`config.mk`:
```
export PLATFORM = sky130hd
export DESIGN_NAME = sync_ram_init
export DESIGN_NICKNAME = d
export VERILOG_FILES = /design/src/rtl/sync_ram_init.sv
export SDC_FILE = /design/constraint.sdc
export NUM_CORES = 1
export LEC_CHECK = 0
export BUFFER_PORTS_ARGS = -buffer_cell sky130_fd_sc_hd__buf_4
export CORE_UTILIZATION = 35
export DETAILED_ROUTE_END_ITERATION = 12
export PLACE_DENSITY = 0.6
export SLEW_MARGIN = 10
export SYNTH_ARGS = -nofsm -noshare
export SYNTH_HDL_FRONTEND = slang
export SYNTH_SLANG_ARGS = --single-unit
```
`constraint.sdc`:
```
create_clock -name clk -period 3.1 [get_ports clk]
set_input_delay 0.62 -clock clk [delete_from_list [all_inputs] [get_ports clk]]
set_output_delay 0.62 -clock clk [all_outputs]
set_load 0.05 [all_outputs]
```
`src/rtl/sync_ram_init.sv`:
```
// Single-port synchronous RAM with byte enables, optional output register
// and a hardware init sweep that runs after reset or soft clear.
module sync_ram_init #(
  parameter int                    DATA_WIDTH = 8,
  parameter int                    ADDR_WIDTH = 3,
  parameter int                    OUT_REG    = 0,
  parameter logic [DATA_WIDTH-1:0] INIT_VALUE = '0
) (
  input  logic                    clk,
  input  logic                    rst_n,
  input  logic                    clr,
  input  logic                    we,
  input  logic [DATA_WIDTH/8-1:0] be,
  input  logic                    re,
  input  logic [ADDR_WIDTH-1:0]   addr,
  input  logic [DATA_WIDTH-1:0]   din,
  output logic [DATA_WIDTH-1:0]   dout,
  output logic                    rd_valid,
  output logic                    ready
);

  localparam int DEPTH = 2**ADDR_WIDTH;
  localparam int NB    = DATA_WIDTH/8;

  localparam logic [0:0] S_INIT = 1'b0;
  localparam logic [0:0] S_RUN  = 1'b1;

  logic [0:0]            state;
  logic [ADDR_WIDTH-1:0] init_ptr;
  logic [DATA_WIDTH-1:0] mem [DEPTH];
  logic                  run;
  logic                  acc;
  logic                  init_last;
  logic [DATA_WIDTH-1:0] rdata;

  assign run       = (state == S_RUN);
  assign ready     = run;
  assign acc       = run & ~clr;
  assign init_last = (init_ptr == {ADDR_WIDTH{1'b1}});
  assign rdata     = mem[addr];

  always_ff @(posedge clk) begin
    if (!rst_n) begin
      state    <= S_INIT;
      init_ptr <= '0;
    end else begin
      unique case (1'b1)
        (state == S_INIT): begin
          init_ptr <= init_ptr + ADDR_WIDTH'(1);
          if (init_last)
            state <= S_RUN;
        end
        (state == S_RUN): begin
          if (clr) begin
            state    <= S_INIT;
            init_ptr <= '0;
          end
        end
        default: begin
          state    <= S_INIT;
          init_ptr <= '0;
        end
      endcase
    end
  end

  // Array has no reset; the sweep defines every word before ready rises.
  always_ff @(posedge clk) begin
    if (rst_n) begin
      if (!run) begin
        mem[init_ptr] <= INIT_VALUE;
      end else if (acc && we) begin
        for (int i = 0; i < NB; i++) begin
          if (be[i])
            mem[addr][8*i +: 8] <= din[8*i +: 8];
        end
      end
    end
  end

  generate
    if (OUT_REG != 0) begin : g_oreg
      logic [DATA_WIDTH-1:0] s1_data;
      logic                  s1_v;

      // A clear edge drops whatever sits in the first stage.
      always_ff @(posedge clk) begin
        if (!rst_n) begin
          s1_data  <= '0;
          s1_v     <= 1'b0;
          dout     <= '0;
          rd_valid <= 1'b0;
        end else if (!acc) begin
          s1_v     <= 1'b0;
          rd_valid <= 1'b0;
        end else begin
          s1_v     <= re;
          rd_valid <= s1_v;
          if (re)
            s1_data <= rdata;
          if (s1_v)
            dout <= s1_data;
        end
      end
    end else begin : g_direct
      always_ff @(posedge clk) begin
        if (!rst_n) begin
          dout     <= '0;
          rd_valid <= 1'b0;
        end else if (acc && re) begin
          dout     <= rdata;
          rd_valid <= 1'b1;
        end else begin
          rd_valid <= 1'b0;
        end
      end
    end
  endgenerate

endmodule
```
==> run_results.csv <==
group,metric,value,unit
run_status,status,"completed",
cts,root_buffer,"clkbuf_8",
floorplan,die_w,97.3,um
final_layout,layout_commonest_cell,"edfxtp_1",
final_layout,areaGrowthSynthToFinish,15.2,%
cts,post_cts_resized,0,
synthesis,synth.area.top_cells,"edfxtp_1 (60%), mux2i_1 (11%), dfxtp_1 (8.2%)",
cts,cts_buffer_depth,2,
floorplan,die-area,9460,um^2
timing,setup_tns,0,ns
cts,cts_tree,"built",
cts,clk_latency,0.35,ns
pwr,power_density,550,nW/um^2
placed_design,hpwl,4.27,mm
critical_path,worstReg2RegStart,"ready$_SDFF_PN0_",
final_layout,finalNetCount,257,
final_layout,multi_input_comb_area,892,um^2
timing,finalSetupViolations,0,
critical_path,path_max_fanout,23,
final_layout,num_antenna_cells,0,
final_layout,num-fill-cells,795,
drt,drc,0,
drt,wl,6.30,mm
timing,maxSlewHeadroom,31.6,%
critical_path,cp-endpoint,"mem[0][3]$_DFFE_PP_",
final_layout,final_area,3660,um^2
placed_design,port_buffers,26,
drt,drt_iter0_drc,88,
timing,clock_skew,0.00889,ns
placed_design,dpl_cell_area,3470,um^2
final_layout,mostFrequentLayoutCells,"edfxtp_1 (64), mux2i_1 (35), buf_4 (33), a22oi_1 (16), dfxtp_1 (13)",
timing,drv_slew,0,
critical_path,rrSetupSlack,0.81,ns
floorplan,start_util,36.3,%
timing,clock.fmax,436,MHz
timing,rsz0062_at_grt,"false",
synthesis,syn_nets,226,
timing,hold_slack,0.472,ns
cts,clk_pin_slew,0.08,ns
drt,num_vias,1775,
global_route,grt_pass1_wl,9.88,mm
critical_path,startpoint,"ready$_SDFF_PN0_",
critical_path,max_stage_delay,0.64,ns
synthesis,synth_area,3180,um^2
drt,viasPerCell,5.06,
final_layout,regArea,2180,um^2
cts,cts.sinks,77,
pwr,p_total,2010,uW
drt,drt-pass1-iter-count,4,
timing,fin_crit_sh,74.0,%
timing,period_minus_slack,2.29,ns
synthesis,synth.distinct_cells,29,
synthesis,synth_top_area_share,60.5,%
floorplan,pin_count,27,
global_route,grt_overflow,0,
floorplan,coreArea,8760,um^2
worst_hold_path,hold_path.class,"flip-flop to flip-flop",
global_route,grt_usage,14.5,%
critical_path,r2r_cells,4,
critical_path,required,3.08,ns
cts,htreeDepth,3,
critical_path,crit_type,"flip-flop to flip-flop",
critical_path,rr_endpoint,"mem[0][3]$_DFFE_PP_",
critical_path,crit_path_top_delay_cell,"o22ai_1",
cts,cts_buffers,9,
synthesis,synth-seq-cells,77,
synthesis,synth_area_leader_cell,"edfxtp_1",
synthesis,yosys_warnings,0,
global_route,grt_max_degree,41,
timing,tightest_slew,1.02,ns
run,max_cap_violations,0,
timing,hold_violations,0,
pwr,peakVddDrop,183,uV
synthesis,syn_avg_cell_area,15.3,um^2
floorplan,die_y,97.3,um
drt,avgRoutedWirePerCell,17.9,um
floorplan,num_rows,34,
final_layout,layout-drive-gt1-share,21.0,%
cts,post_cts_buffers,0,
synthesis,synthCells,207,
global_route,grt_pass1_vias,1774,
cts,postCtsHoldBufs,0,
placed_design,globalplace.congestion,0.728,
critical_path,start_kind,"flip-flop",
critical_path,arrival,2.27,ns
critical_path,critPathCaptureType,"flip-flop",
pwr,cellLeakagePower,0.00135,uW
critical_path,crit_chain,"nor2b_4 -> and4_4 -> a21oi_1 -> o22ai_1",
global_route,antenna_found_initial,0,
synthesis,ys_seq_area_share,68.7,%
drt,antenna_left,0,
-- cell families after synthesis --
family	count (synthesis)	synth area share, %
AND/OR/NAND/NOR	36	6.70
multiplexers	35	11.0
flip-flops	77	68.7
adder cells (fa/ha/maj)	2	0.788
buffers and inverters	16	3.23
AO/OA/AOI/OAI	41	9.57
-- state kept, by name, indices dropped and copies added, names as in the netlist --
signal and flops:
dout 8, init_ptr 3, mem 64, rd_valid 1, ready 1
-- worst min path at each step --
| stage | depth (start not counted) | endpoint | start | slack, ns |
|---|---|---|---|---|
| after global routing | 1 | dout[4]$_SDFFE_PN0P_ | dout[4]$_SDFFE_PN0P_ | 0.49 |
| final | 1 | dout[0]$_SDFFE_PN0P_ | dout[0]$_SDFFE_PN0P_ | 0.47 |
| after detailed placement | 1 | dout[0]$_SDFFE_PN0P_ | dout[0]$_SDFFE_PN0P_ | 0.46 |
| after floorplan | 2 | init_ptr[0]$_SDFFE_PN0P_ | init_ptr[0]$_SDFFE_PN0P_ | 0.53 |
| after CTS | 1 | dout[0]$_SDFFE_PN0P_ | dout[0]$_SDFFE_PN0P_ | 0.48 |
| after global placement | 1 | dout[4]$_SDFFE_PN0P_ | dout[4]$_SDFFE_PN0P_ | 0.45 |
-- per-layer routing --
metal  vias up  routed length [um]  track usage (%)
li1        866                   -                -
met3         9                 323             4.89
met5         -                   0                0
met4         0                 111             6.00
met1       866                2620             17.2
met2        34                3250             24.2
-- where the power goes --
part	internal (uW)	leakage [uW]	switching (uW)
registers	1130	0.000718	9.99
logic	55.8	0.000533	73.1
clock network	392	0.0000964	351
total	1580	0.00135	434
-- cells in the mapped netlist, drive strengths merged --
cell and number:
nor2b 7, clkinv 1, ha 2, dfxtp 13, nand2 6, o22ai 6, inv 2, clkbuf 3
or3b 1, a21oi 5, nand3 5, edfxtp 64, mux2i 35, nand3b 1, a22oi 16, buf 10
and2 12, nor2 3, and4 1, a32o 8, o21a 1, a21boi 1, o21ai 4
-- per-stage QoR --
| stage | std cells | util [%] | setup slack [ns] |
|---|---|---|---|
| after CTS | 351 | 41.8 | 0.784 |
| final | 351 | 41.8 | 0.806 |
| after detailed placement | 335 | 39.6 | 0.623 |
| after global routing | 351 | 41.8 | 0.617 |
| after floorplan | 207 | - | 0.686 |
| after global placement | 335 | 39.6 | 0.692 |
-- critical path: cells and delay by family, from the launching register on --
kind	cells	cell delay, ns
AND/OR/NAND/NOR	2	0.66
AO/OA/AOI/OAI	2	0.76
flip-flops	1	0.49
-- area by class of cell --
type / instances / area share, %
repair buffers: 33 / 6.77
well taps: 108 / 3.69
clock buffers: 12 / 3.96
multi-input cells: 114 / 24.4
inverters: 3 / 0.308
flip-flops and latches: 77 / 59.6
clock inverters: 4 / 1.30
No activity file was read; power rests on OpenSTA's default activity.
